==> src/rtl/spi_regfile_periph.sv <==
// SPI peripheral register file with CIPO readback, selectable CPOL/CPHA and parametrised geometry.
// Pins are synchronised into clk; all frame decoding runs on the synchronised edges.
module spi_regfile_periph #(
  parameter int unsigned ADDR_W      = 7,
  parameter int unsigned DATA_W      = 8,
  parameter int unsigned NUM_REGS    = 5,
  parameter bit          CPOL        = 1'b0,
  parameter bit          CPHA        = 1'b0,
  parameter int unsigned SYNC_STAGES = 2
) (
  input  logic                       clk,
  input  logic                       rst_n,
  input  logic                       sclk,
  input  logic                       ncs,
  input  logic                       copi,
  output logic                       cipo,
  output logic                       cipo_oe,
  output logic [NUM_REGS*DATA_W-1:0] regs_q,
  output logic                       wr_pulse,
  output logic [ADDR_W-1:0]          wr_addr,
  output logic                       frame_err
);
  localparam int unsigned FRAME_LEN = 1 + ADDR_W + DATA_W;
  localparam int unsigned CNT_W     = $clog2(FRAME_LEN + 1);

  localparam logic [2:0] ST_IDLE = 3'd0;
  localparam logic [2:0] ST_CMD  = 3'd1;
  localparam logic [2:0] ST_ADDR = 3'd2;
  localparam logic [2:0] ST_DATA = 3'd3;
  localparam logic [2:0] ST_DONE = 3'd4;

  logic [SYNC_STAGES-1:0] sclk_sync_r, ncs_sync_r, copi_sync_r;
  logic                   sclk_d_r, ncs_d_r;
  logic                   sclk_s, ncs_s, copi_s;
  logic                   lead_s, trail_s, sample_s, shift_s;
  logic                   ncs_fall_s, ncs_rise_s, commit_s, wr_hit_s;
  logic [2:0]             state_r;
  logic [CNT_W-1:0]       cnt_r, cnt_inc_s;
  logic                   rw_r;
  logic [ADDR_W-1:0]      addr_r, addr_nxt_s, wr_addr_r;
  logic [DATA_W-1:0]      data_r, data_nxt_s, shout_r, rd_val_s;
  logic [DATA_W-1:0]      regs_r [NUM_REGS];
  logic                   cipo_r, cipo_oe_r, wr_pulse_r, frame_err_r;

  // Input synchronisers, reset to the idle pin levels
  always_ff @(posedge clk or negedge rst_n) begin
    if (!rst_n) begin
      sclk_sync_r <= {SYNC_STAGES{CPOL}};
      ncs_sync_r  <= {SYNC_STAGES{1'b1}};
      copi_sync_r <= {SYNC_STAGES{1'b0}};
      sclk_d_r    <= CPOL;
      ncs_d_r     <= 1'b1;
    end else begin
      sclk_sync_r <= {sclk_sync_r[SYNC_STAGES-2:0], sclk};
      ncs_sync_r  <= {ncs_sync_r[SYNC_STAGES-2:0], ncs};
      copi_sync_r <= {copi_sync_r[SYNC_STAGES-2:0], copi};
      sclk_d_r    <= sclk_s;
      ncs_d_r     <= ncs_s;
    end
  end

  assign sclk_s     = sclk_sync_r[SYNC_STAGES-1];
  assign ncs_s      = ncs_sync_r[SYNC_STAGES-1];
  assign copi_s     = copi_sync_r[SYNC_STAGES-1];
  // Leading edge leaves the idle level, trailing edge returns to it
  assign lead_s     = (sclk_s != sclk_d_r) && (sclk_s != CPOL);
  assign trail_s    = (sclk_s != sclk_d_r) && (sclk_s == CPOL);
  assign sample_s   = CPHA ? trail_s : lead_s;
  assign shift_s    = CPHA ? lead_s : trail_s;
  assign ncs_fall_s = ncs_d_r && !ncs_s;
  assign ncs_rise_s = !ncs_d_r && ncs_s;
  assign addr_nxt_s = ADDR_W'({addr_r, copi_s});
  assign data_nxt_s = DATA_W'({data_r, copi_s});
  assign cnt_inc_s  = (cnt_r == CNT_W'(FRAME_LEN)) ? cnt_r : cnt_r + {{(CNT_W-1){1'b0}}, 1'b1};
  assign commit_s   = (state_r == ST_DATA) && !ncs_rise_s && sample_s && rw_r &&
                      (cnt_r == CNT_W'(FRAME_LEN - 1));

  // Readback mux and write-address range decode
  always_comb begin
    rd_val_s = {DATA_W{1'b0}};
    wr_hit_s = 1'b0;
    for (int i = 0; i < NUM_REGS; i++) begin
      rd_val_s = rd_val_s | ((addr_nxt_s == ADDR_W'(i)) ? regs_r[i] : {DATA_W{1'b0}});
      wr_hit_s = wr_hit_s | (addr_r == ADDR_W'(i));
    end
  end

  // Register array; out-of-range addresses match no entry and are dropped
  always_ff @(posedge clk or negedge rst_n) begin
    if (!rst_n) begin
      for (int i = 0; i < NUM_REGS; i++) regs_r[i] <= {DATA_W{1'b0}};
    end else begin
      for (int i = 0; i < NUM_REGS; i++) begin
        if (commit_s && (addr_r == ADDR_W'(i))) regs_r[i] <= data_nxt_s;
      end
    end
  end

  // Frame FSM, shift registers and registered status outputs
  always_ff @(posedge clk or negedge rst_n) begin
    if (!rst_n) begin
      state_r     <= ST_IDLE;
      cnt_r       <= {CNT_W{1'b0}};
      rw_r        <= 1'b0;
      addr_r      <= {ADDR_W{1'b0}};
      data_r      <= {DATA_W{1'b0}};
      shout_r     <= {DATA_W{1'b0}};
      cipo_r      <= 1'b0;
      cipo_oe_r   <= 1'b0;
      wr_pulse_r  <= 1'b0;
      wr_addr_r   <= {ADDR_W{1'b0}};
      frame_err_r <= 1'b0;
    end else begin
      wr_pulse_r  <= 1'b0;
      frame_err_r <= 1'b0;
      cipo_oe_r   <= !ncs_s;
      if (ncs_rise_s) begin
        frame_err_r <= (state_r == ST_CMD) || (state_r == ST_ADDR) || (state_r == ST_DATA);
        state_r     <= ST_IDLE;
        cnt_r       <= {CNT_W{1'b0}};
        rw_r        <= 1'b0;
        addr_r      <= {ADDR_W{1'b0}};
        data_r      <= {DATA_W{1'b0}};
        shout_r     <= {DATA_W{1'b0}};
        cipo_r      <= 1'b0;
      end else begin
        case (state_r)
          ST_IDLE: begin
            if (ncs_fall_s) begin
              state_r <= ST_CMD;
              cnt_r   <= {CNT_W{1'b0}};
            end
          end
          ST_CMD: begin
            if (sample_s) begin
              rw_r    <= copi_s;
              cnt_r   <= cnt_inc_s;
              state_r <= ST_ADDR;
            end
          end
          ST_ADDR: begin
            if (sample_s) begin
              addr_r <= addr_nxt_s;
              cnt_r  <= cnt_inc_s;
              if (cnt_r == CNT_W'(ADDR_W)) begin
                state_r <= ST_DATA;
                shout_r <= rw_r ? {DATA_W{1'b0}} : rd_val_s;
              end
            end
          end
          ST_DATA: begin
            if (sample_s) begin
              data_r <= data_nxt_s;
              cnt_r  <= cnt_inc_s;
              if (cnt_r == CNT_W'(FRAME_LEN - 1)) begin
                state_r    <= ST_DONE;
                cipo_r     <= 1'b0;
                wr_pulse_r <= commit_s && wr_hit_s;
                if (commit_s && wr_hit_s) wr_addr_r <= addr_r;
              end
            end else if (shift_s && !rw_r) begin
              cipo_r  <= shout_r[DATA_W-1];
              shout_r <= {shout_r[DATA_W-2:0], 1'b0};
            end
          end
          ST_DONE: begin
            state_r <= ST_DONE;
          end
          default: begin
            state_r <= ST_IDLE;
          end
        endcase
      end
    end
  end

  for (genvar g = 0; g < NUM_REGS; g++) begin : g_flat
    assign regs_q[g*DATA_W +: DATA_W] = regs_r[g];
  end

  assign cipo      = cipo_r;
  assign cipo_oe   = cipo_oe_r;
  assign wr_pulse  = wr_pulse_r;
  assign wr_addr   = wr_addr_r;
  assign frame_err = frame_err_r;
endmodule
==> config.mk <==
export PLATFORM = sky130hd
export DESIGN_NAME = spi_regfile_periph
export DESIGN_NICKNAME = d
export VERILOG_FILES = /design/src/rtl/spi_regfile_periph.sv
export SDC_FILE = /design/constraint.sdc
export NUM_CORES = 1
export LEC_CHECK = 0
export CAP_MARGIN = 20
export CORE_AREA = 3 3 120 122
export CTS_CLUSTER_DIAMETER = 50
export DETAILED_ROUTE_END_ITERATION = 10
export DIE_AREA = 0 0 123 125
export PLACE_DENSITY = 0.46
export SLEW_MARGIN = 10
export SYNTH_ARGS = -nofsm -noshare
export SYNTH_HDL_FRONTEND = slang
export SYNTH_SLANG_ARGS = --single-unit
==> constraint.sdc <==
create_clock -name clk -period 5.6 [get_ports clk]
set_input_delay 0.84 -clock clk [delete_from_list [all_inputs] [get_ports clk]]
set_output_delay 0.84 -clock clk [all_outputs]
set_load 0.02 [all_outputs]
# ---- Word-level counts from Yosys, hierarchy flattened
# Cells that the tools add are included.
dict set report word_totals {
  wordCells 143
  in_bits 5
  ff_bits 90
}
dict set report op_classes {
  eq_ne 27
  muxes 44
  reduce_logical 40
  bitwise 10
  addsub 1
}
# cell n
set ops {}
lappend ops {{two-way mux 8 bit} 11}
lappend ops {{two-way mux 7 bit} 6}
lappend ops {{OR 8 bit} 4}
lappend ops {{equality test 7 x 2 -> 1 bit (second input constant)} 4}
lappend ops {{two-way mux 3 bit} 7}
lappend ops {{two-way mux 5 bit} 4}
lappend ops {{!= test 3 bit (second input constant)} 6}
lappend ops {{one-hot mux 8 bit (2 select lines)} 1}
lappend ops {{logical AND 1 bit} 15}
lappend ops {{one-hot mux 3 bit (5 select lines)} 1}
lappend ops {{equality test 7 x 1 -> 1 bit (second input constant)} 2}
lappend ops {{equality test 7 x 3 -> 1 bit (second input constant)} 2}
lappend ops {{logical NOT 7 bit} 2}
lappend ops {{two-way mux 1 bit} 13}
lappend ops {{one-hot mux 5 bit (2 select lines)} 1}
lappend ops {{AND reduction 5 bit} 2}
lappend ops {{!= test 3 x 2 -> 1 bit (second input constant)} 3}
lappend ops {{nonzero test 3 bit} 3}
lappend ops {{nonzero test 2 bit} 4}
lappend ops {{equality test 3 x 2 -> 1 bit (second input constant)} 2}
lappend ops {{!= test 3 x 1 -> 1 bit (second input constant)} 2}
lappend ops {{AND reduction 2 bit} 3}
lappend ops {{AND reduction 6 bit} 1}
lappend ops {{adder 5 x 1 -> 5 bit (second input constant)} 1}
lappend ops {{other kinds (14)} 22}

# ---- Logic depth before layout (Yosys ltp)
dict set report depth {
  word_depth 12
  mapped_depth 9
  depth_no_buf 7
}

# ---- Least setup slack after synthesis
# No wires, ideal clock.
dict set report synth_path {
  kind {reg-to-reg}
  start {register cnt_r[0]}
  end {register regs_r (netlist bit regs_q[24])}
  setup_time_ns 0.125
  stages_incl_launch_ff 10
  t_arrival_ns 2.067
  n_path_buf 2
  path_slack_ns 3.408
  cell_sequence {dfrtp_1 -> ha_1 -> and3_1 -> ha_1 -> and3b_1 -> and4_1 -> buf_6 -> and4b_1 -> buf_6 -> mux2_4}
}
dict set report synth_between {
  elab_chain_len 3
}
# element line_no
set synth_lines {}
lappend synth_lines {{start: declaration} 38} ;# logic [CNT_W-1:0] cnt_r, cnt_inc_s;
lappend synth_lines {{start signal: assignment} 103} ;# cnt_r <= {CNT_W{1'b0}};
lappend synth_lines {{start signal: assignment} 120} ;# cnt_r <= {CNT_W{1'b0}};
lappend synth_lines {{start signal: assignment} 131} ;# cnt_r <= {CNT_W{1'b0}};
lappend synth_lines {{equality test 5 x 4 -> 1 bit} 76} ;# (cnt_r == CNT_W'(FRAME_LEN - 1));
lappend synth_lines {{logical AND 1 bit} 75} ;# assign commit_s = (state_r == ST_DATA) && !ncs_rise_s && sample_s && rw_r &&
lappend synth_lines {{logical AND 1 bit} 94} ;# if (commit_s && (addr_r == ADDR_W'(i))) regs_r[i] <= data_nxt_s;
lappend synth_lines {{end signal: indexed assignment} 94}
lappend synth_lines {{end: declaration} 42} ;# logic [DATA_W-1:0] regs_r [NUM_REGS];
# No other way between the ends.
# A chain may end at the register's enable or synchronous reset.

# ---- Worst setup path after layout
dict set report layout_path {
  start {register ncs_d_r}
  end {register regs_r (netlist bit regs_q[24])}
}
dict set report layout_between {
  elab_chain_len 8
}
# element line_no
set layout_lines {}
lappend layout_lines {{start: declaration} 33} ;# logic sclk_d_r, ncs_d_r;
lappend layout_lines {{start signal: assignment} 58} ;# ncs_d_r <= ncs_s;
lappend layout_lines {{logical NOT 1 bit} 71} ;# assign ncs_rise_s = !ncs_d_r && ncs_s;
lappend layout_lines {{logical AND 1 bit} 71}
lappend layout_lines {{logical NOT 1 bit} 75}
lappend layout_lines {{logical AND 1 bit (4 in series)} 75}
lappend layout_lines {{logical AND 1 bit} 94}
# No other way between the ends.

==> qor.yml <==
run_status:
  status: "finished, final reports clean"
critical_path:
  path_max_fanout: 23
  cp.required_ps: 5840
  path_buf_inv: 1
  path_cells: "inv_1, ha_1, and4bb_4, and4_1, and4b_1, mux2_4"
  max_stage_delay_ps: 580
  worst_path_max_delay_cell: "and4b_1"
  endpoint_kind: "flip-flop"
  crit_path_start_kind: "flip-flop"
  crit_type: "flip-flop to flip-flop"
  crit_arrival_ps: 3150
  cpLargestDelayFamily: "simple AND/OR/NAND/NOR gates"
logic_synthesis:
  synth_nets: 341
  syn-cell-area_sq_mm: 0.00415
  avgSynthCellArea_sq_um: 12.5
  ys_seq_elements: 90
  synth_edf_count: 0
  ys_types: 55
  netlist_top_cells_count: "dfrtp_1, mux2_2, mux2i_1, nor2_1, nand2_1"
  synth_top_area_cell: "dfrtp_1"
  postSynthCellCount: 332
  yosysMostFrequentCell: "dfrtp_1"
  synth_top_area_share_pct: 52.5
  ys_seq_area_share_pct: 54.4
  ys.flop_type: "dfrtp_1"
  yosys-top-cells-area: "dfrtp_1, mux2_2, mux2i_1"
  async_reset_ff_share_pct: 100
  yosys_warnings: 0
power:
  peakVddDrop_mv: 0.135
  power_leakage_nw: 2.28
  p_per_area_mw_per_mm2: 260
  total_power_mw: 1.32
drt:
  wire_per_inst_microns: 18.6
  wl_microns: 10500
  drc: 0
  drtIter0Drc: 124
  ant_nets: 0
  dr.pass1.iters: 4
  viasPerCell: 5.03
  vias: 2820
clocking:
  post_cts_buffers: 0
  hold_buffers: 0
  cts_buffer_depth: 2
  clock_sinks: 90
  cts-root-buf: "clkbuf_16"
  htreeDepth: 3
  clk_pin_slew_ps: 70
  cts_tree: "yes"
  cts_buffers: 9
  worstSkewPairLatency_ps: 350
  cts_resized: 0
timing:
  setup_viol: 0
  final.period_utilization_pct: 52.0
  worstMarginPinSlew_ps: 1040
  slew_headroom_pct: 30.8
  fmax_ghz: 0.343
  skew_ps: 9.97
  period_needed_ps: 2910
  rsz0062_at_grt: "false"
  setup_ws_ps: 2690
  holdWs_ps: 345
  maxSlewViolCount: 0
  finalHoldViolations: 0
  fin_tns_setup_ps: 0
final_layout:
  drive_above_1_share_pct: 19.0
  area_delta_synth_final_pct: 22.7
  antenna_cells: 0
  nNetsFinal: 389
  final_util_pct: 38.3
die:
  num_io_pins: 56
  core_area_sq_mm: 0.0133
  die_w_microns: 123
  dieHeight_microns: 125
  row_count: 42
  dieArea_sq_mm: 0.0154
  start_util_pct: 31.2
grt:
  first_global_vias: 2987
  grt_start_max_net_pins: 64
  gr-usage-all-layers_pct: 14.7
  antenna_found_initial: 0
  grt_remaining_overflow: 0
  grt_pass1_wl_microns: 17300
placed_design:
  gp_congestion: 0.786
  port_buffers: 55
  dp_slack_ps: 2700
  hpwl_microns: 7060
job:
  maxCapViolCount: 0
worst_hold_path:
  hp-class: "flip-flop to flip-flop"
[power breakdown]
group / switching (mW) / leakage (nW) / internal, mW
Clock: 0.257 / 0.122 / 0.300
Sequential: 0.0253 / 1.23 / 0.662
Combinational: 0.0511 / 0.925 / 0.0296
[metal layers]
layer	track usage, %	vias up	share of wire (%)
met1	21.3	1444	49
met2	21.5	54	46
met3	4.11	10	3.8
met5	0	-	0
met4	4.10	0	1.2
li1	-	1312	-
[logic make-up (layout without fill, tap and decap cells)]
group | Yosys count | after routing | synth area share [%]
fa+ha+maj | 4 | 4 | 1.21
flops | 90 | 90 | 54.4
compound gates | 57 | 57 | 10.1
mux | 61 | 61 | 17.4
simple gates | 90 | 90 | 13.5
buf+inv | 30 | 83 | 3.44
[sequential cells by signal, summed over array words and instances (netlist names)]
signal,count
state_r,3
addr_r,7
wr_addr,7
regs_q,40
ncs_sync_r,2
sclk_d_r,1
copi_sync_r,2
ncs_d_r,1
wr_pulse,1
data_r,7
shout_r,8
cipo_oe,1
frame_err,1
rw_r,1
sclk_sync_r,2
cipo,1
cnt_r,5
[layout by cell type, fill, tap and decap left out, drive strengths merged, types with 3 or more instances in the layout]
master         instances
o221ai                 4
a22oi                  6
clkinvlp               3
nand3                  8
nor2                  14
dfstp                  3
and3b                  3
mux2                  45
nor2b                  9
inv                   11
and2                   5
o22ai                  6
o21ai                 10
clkdlybuf4s50         54
or3                    6
a221o                  3
a21oi                  8
dfrtp                 87
clkbuf                11
mux2i                 14
nor3                   7
nand2b                 4
a22o                  10
nand2                 13
ha                     4
nor4b                  3
[layout make-up]
type	count	area, sq um
repair buffers	56	556
clock buffers	11	233
well taps	176	220
multi-input cells	212	1750
fillers	1322	8210
inverters	11	41.3
flip-flops and latches	90	2260
clock inverters	5	32.5
[path summary, 6_finish.rpt]
path                                start  slack, ps              to  cells after the start
max                               ncs_d_r       2690      regs_q[24]                      6
min                        copi_sync_r[0]        350  copi_sync_r[1]                      0
max reg2reg                       ncs_d_r       2690      regs_q[24]                      6
min reg2reg                copi_sync_r[0]        350  copi_sync_r[1]                      0
max in group asynchronous           rst_n       4040  copi_sync_r[0]                      2
min in group asynchronous           rst_n        420        cnt_r[1]                      1
[metrics by stage]
step                      instances  cell area (sq um)
after floorplan                 332               4150
final                           561               5090
after global routing            561               5090
after detailed placement        545               4820
after global placement          545               4820
after CTS                       561               5090
Power figures use the tool's default switching activity.
